`config.mk`:
```
export PLATFORM = sky130hd
export DESIGN_NAME = edc_syndrome
export DESIGN_NICKNAME = d
export VERILOG_FILES = /design/src/rtl/edc_pkg.sv /design/src/rtl/edc_syndrome.sv
export SDC_FILE = /design/constraint.sdc
export NUM_CORES = 1
export LEC_CHECK = 0
export CAP_MARGIN = 20
export CORE_MARGIN = 2
export CORE_UTILIZATION = 57
export DETAILED_ROUTE_END_ITERATION = 10
export DONT_BUFFER_PORTS = 1
export PLACE_DENSITY = 0.72
export SYNTH_ARGS = -nofsm -noshare
export SYNTH_HDL_FRONTEND = slang
export SYNTH_SLANG_ARGS = --single-unit
```
`constraint.sdc`:
```
create_clock -name vclk -period 4.1
set_input_delay 0.41 -clock vclk [all_inputs]
set_output_delay 0.41 -clock vclk [all_outputs]
set_load 0.03 [all_outputs]
```
`src/rtl/edc_pkg.sv`:
```
// Shared definitions for the (39,32) Hamming SECDED encoder and checker.
//   CHK_W      : check-bit width (7 = six Hamming bits + overall parity)
//   DATA_POS   : codeword position of each data bit (non-powers-of-two from 3)
//   CHK_MASK   : per Hamming bit, the data bits whose position has that bit set
//   err_class_e: decode outcome {CLEAN, SEC, DED}
//   edc_encode : check-bit generator sharing the same tables
package edc_pkg;

  localparam int CHK_W   = 7;
  localparam int SYN_W   = 6;
  localparam int DATA_W  = 32;
  localparam int MAX_POS = 38;

  typedef enum logic [1:0] {
    CLEAN = 2'd0,
    SEC   = 2'd1,
    DED   = 2'd2
  } err_class_e;

  // Entry [i] is the codeword position of data bit i.
  localparam logic [DATA_W-1:0][SYN_W-1:0] DATA_POS = {
    6'd38, 6'd37, 6'd36, 6'd35, 6'd34, 6'd33,
    6'd31, 6'd30, 6'd29, 6'd28, 6'd27, 6'd26, 6'd25, 6'd24,
    6'd23, 6'd22, 6'd21, 6'd20, 6'd19, 6'd18, 6'd17,
    6'd15, 6'd14, 6'd13, 6'd12, 6'd11, 6'd10, 6'd9,
    6'd7,  6'd6,  6'd5,  6'd3
  };

  function automatic logic [SYN_W-1:0][DATA_W-1:0] build_chk_masks();
    logic [SYN_W-1:0][DATA_W-1:0] m;
    m = '0;
    for (int k = 0; k < SYN_W; k++) begin
      for (int i = 0; i < DATA_W; i++) begin
        m[k][i] = DATA_POS[i][k];
      end
    end
    return m;
  endfunction

  localparam logic [SYN_W-1:0][DATA_W-1:0] CHK_MASK = build_chk_masks();

  function automatic logic is_pow2(input logic [SYN_W-1:0] v);
    return (v != '0) && ((v & (v - 6'd1)) == '0);
  endfunction

  // Check bits for a data word; bit 6 makes the whole 39-bit word even parity.
  function automatic logic [CHK_W-1:0] edc_encode(input logic [DATA_W-1:0] dat);
    logic [CHK_W-1:0] c;
    c = '0;
    for (int k = 0; k < SYN_W; k++) begin
      c[k] = ^(dat & CHK_MASK[k]);
    end
    c[CHK_W-1] = (^dat) ^ (^c[SYN_W-1:0]);
    return c;
  endfunction

endpackage

```
`src/rtl/edc_syndrome.sv`:
```
// Combinational SECDED syndrome, classification and single-bit correction.
//   dat, chk  : received data word and check bits
//   dat_cor   : corrected data (unchanged for CLEAN, check-bit SEC and DED)
//   syndrome  : {overall parity, s[5:0]}
//   err_class : CLEAN / SEC / DED
module edc_syndrome
  import edc_pkg::*;
(
  input  logic [DATA_W-1:0] dat,
  input  logic [CHK_W-1:0]  chk,
  output logic [DATA_W-1:0] dat_cor,
  output logic [CHK_W-1:0]  syndrome,
  output err_class_e        err_class
);

  logic [SYN_W-1:0]  s;
  logic              p;
  logic [DATA_W-1:0] flip;

  always_comb begin
    s    = '0;
    flip = '0;
    for (int k = 0; k < SYN_W; k++) begin
      s[k] = (^(dat & CHK_MASK[k])) ^ chk[k];
    end
    p = (^dat) ^ (^chk);
    // One-hot of the data bit whose position equals the syndrome.
    for (int i = 0; i < DATA_W; i++) begin
      flip[i] = (s == DATA_POS[i]);
    end

    dat_cor   = dat;
    err_class = CLEAN;
    if (!p) begin
      // Even parity with a nonzero syndrome means two bits flipped.
      err_class = (s == '0) ? CLEAN : DED;
    end else if ((s == '0) || is_pow2(s)) begin
      // Overall parity bit or a Hamming check bit flipped; data is intact.
      err_class = SEC;
    end else if (s > 6'(MAX_POS)) begin
      err_class = DED;
    end else begin
      err_class = SEC;
      dat_cor   = dat ^ flip;
    end
    syndrome = {p, s};
  end

endmodule

```
Word level (Yosys, flattened, before mapping)
Index checks and enable logic that the tools add are counted.
W data, S select, Z words.

storage, ports and cells
  register bits after elaboration = 0
  word-level logic and storage cells = 63
  input port bits = 39
  output and inout port bits = 41

cells by class
  bitwise logic cells = 9
  reductions and logical operators = 13
  multiplexer cells = 7
  $lt $le $gt $ge = 1
  equal/unequal tests = 32
  add/subtract/negate cells = 1

operators with widths
  kind                   number
  $reduce_xor A32 Y1     7
  $mux W32               3
  $eq A6 B5 Y1 const B   15
  $eq A6 B4 Y1 const B   7
  $eq A6 B6 Y1 const B   6
  $xor A32 B32 Y32       1
  $eq A6 B3 Y1 const B   3
  $logic_not A6 Y1       2
  $mux W2                4
  $reduce_xor A7 Y1      1
  $xor A1 B1 Y1          7
  $and A6 B6 Y6          1
  $eq A6 B2 Y1 const B   1
  $gt A6 B6 Y1 const B   1
  $reduce_bool A6 Y1     1
  $sub A6 B1 Y6 const B  1
  $logic_and A1 B1 Y1    1
  $logic_or A1 B1 Y1     1

Longest topological paths before layout
  depth in word-level cells = 9
  mapped depth = 8

Least setup slack after synthesis
OpenSTA, ideal clock, no wires.

  path type = input-to-output
  start point = input dat[25]
  end point = output dat_cor[28]
  path slack = 748 ps
  cell stages on the path = 8
  data arrival time = 2942 ps
  data required time = 3690 ps
  cells stage by stage = xor2_2 -> xnor3_1 -> xnor2_1 -> xnor2_1 -> nand2_1 -> buf_2 -> nor3_1 -> xor2_1

on the way
  cells in the longest elaborated chain, start to end = 9
  elaborated cells on any way between the ends = 25
  those cells by class = add/sub: 1; order compare: 1; eq/ne: 1; mux: 3; bitwise: 8; reduce/logical: 11

RTL lines
  item                  RTL line            source
  start, declared       edc_syndrome.sv:9   input logic [DATA_W-1:0] dat,
  $reduce_xor A32 Y1 *  edc_syndrome.sv:24  s[k] = (^(dat & CHK_MASK[k])) ^ chk[k];
  $xor A1 B1 Y1 *       edc_syndrome.sv:24
  net syndrome[1]       edc_syndrome.sv:12  output logic [CHK_W-1:0] syndrome,
  $sub A6 B1 Y6         edc_pkg.sv:43       return (v != '0) && ((v & (v - 6'd1)) == '0);
  $and A6 B6 Y6         edc_pkg.sv:43
  $logic_not A6 Y1      edc_pkg.sv:43
  $logic_and A1 B1 Y1   edc_pkg.sv:43
  $logic_or A1 B1 Y1    edc_syndrome.sv:37  end else if ((s == '0) || is_pow2(s)) begin
  $mux W32 *            edc_syndrome.sv:37
  $mux W32 *            edc_syndrome.sv:34  if (!p) begin
  end, declared         edc_syndrome.sv:11  output logic [DATA_W-1:0] dat_cor,

Mark *: on every way through the listed nets, which the timed path passes. The rest lies on a longest branch.

Worst setup path after layout
Same ends and word-level chain as after synthesis.

==> qor.yml <==
outcome: "completed"
setup_tns_ps: 0
viasPerCell: 5.78
start_util_pct: 60.0
power_leakage_nw: 0.830
yosys_warnings: 0
dp.cells: 203
wl_met1_mm: 1.44
setup_slack_ps: 466
gp_congestion: 0.861
grt_util_all_layers_pct: 25.3
vdd_drop_max_v: 0.000977
drt_wl_total_mm: 3.78
pre_cts_slack_ps: 474
num-nets-final: 214
wl_met2_mm: 2.00
syn_avg_cell_area_sq_um: 9.95
syn_area_sq_um: 1470
cap_violations: 0
yosysTopAreaCell: "xnor3_1"
fin_cells: 203
io_pins: 80
drc_errors: 0
ys_top_cells_by_area: "xnor3_1 29%, xor2_1 22%, xnor2_1 15%, nor3_2 6.8%, nor3_1 4.8%"
grt-ovfl-total: 0
grt_pass1_vias: 1121
netlist_instances: 148
finalSetupViolations: 0
seq_area_frac_synth_pct: 0
fillerInstances: 208
dieHeight_um: 54.8
arrival_ps: 3220
dr.first_iter.drc_count: 35
maxSlewHeadroom_pct: 27.3
rows: 18
slew_violations: 0
start_kind: "primary input"
wire_per_inst_um: 18.6
critPathMaxFanout: 11
seq_area_sq_um: 0
highest_layer: "met3"
syn_nets: 187
clock_buffer_count: 0
power_density_nw_per_um2: 792
synthToLayoutAreaGrowth_pct: 15.8
grt_pass1_wl_mm: 5.34
hold_violations: 0
ant_nets: 0
holdBufCountCts: 0
fmax_mhz: 275
hold_class: "primary input to output pin"
antenna_found_initial: 0
synth.distinct_cells: 27
core_sq_um: 2450
wl_met3_um: 347
die_w_um: 54.8
first_pass_iters: 4
yosysMostFrequentCell: "xor2_1"
end_kind: "output pin"
die_area_sq_um: 3010
worst_slew_pin_slew_ps: 1080
multi_input_area_sq_um: 1430
crit_type: "primary input to output pin"
seq_cells: 0
place_hpwl_mm: 3.17
cts-resized-gates: 0
cts_setup_buffers: 0
rsz0062_at_grt: "no"
antenna_cells: 0
synth_common_cells: "37 x xor2_1, 26 x xnor2_1, 19 x xnor3_1"
cp.required_ps: 3690
grt_start_max_net_pins: 15
synth_top_area_share_pct: 29.1
vias: 1174
period_share_pct: 88.6
drive_above_1_share_pct: 28.3
period_needed_ps: 3630
portBuffers: 0
==> final timing paths <==
| check | start | slack, ps | endpoint | cells past startpoint |
|---|---|---|---|---|
| worst max-delay path | dat[25] | 470 | dat_cor[28] | 8 |
| worst min-delay path | dat[29] | 1000 | dat_cor[29] | 1 |
==> kinds of logic after synthesis <==
kind of cell,Yosys count,share of synthesized area [%]
XOR/XNOR,89,75.3
buffers and inverters,7,2.80
AND/OR/NAND/NOR,48,19.9
AO/OA/AOI/OAI,4,2.04
==> per-layer routing <==
layer	global-route usage (%)	up-vias
li1	-	544
met1	32.1	562
met2	47.8	68
met3	3.55	0
met4	0	0
met5	0	-
==> worst max-delay path, cell delays in order <==
cell	delay [ps]
xor2_2	210
xnor3_1	480
xnor2_1	170
xnor2_1	730
nand2_1	500
nor3_1	360
xor2_1	180
buf_4	180
==> area by class of cell <==
type | instances | area share [%]
inverters | 1 | 0.220
multi-input cells | 141 | 83.9
well taps | 30 | 2.20
repair buffers | 31 | 13.6
==> where the power goes <==
group          internal, W  switching [W]
logic             0.000411       0.000938
registers                0              0
clock network            0              0
==> cell usage in the layout, fill, tap and decap left out <==
cell type / n
xor2_1: 37
buf_4: 31
xnor2_1: 26
xnor3_1: 19
nor3_1: 14
nor2_1: 10
nor3_2: 10
nand2b_1: 4
xnor2_2: 3
nand2_1: 3
xor2_2: 2
nand4_1: 2
xor3_1: 1
xnor3_2: 1
inv_1: 1
o21ai_0: 1
a21boi_0: 1
nand2_4: 1
or2_0: 1
nand2_2: 1
nor2b_1: 1
or3_1: 1
o211ai_1: 1
o311a_1: 1
==> through the flow <==
stage	instance area (sq um)	util [%]	power [W]	hold WS [ps]
finish	1710	69.5	0.00135	998
global route	1710	69.5	0.00143	1010
CTS	1710	69.5	0.00135	999
detailed placement	1710	69.5	0.00134	999
global placement	1710	69.5	0.00132	1000
floorplan	1470	-	0.00115	996
Note: power is estimated with default switching activity, not from simulation.
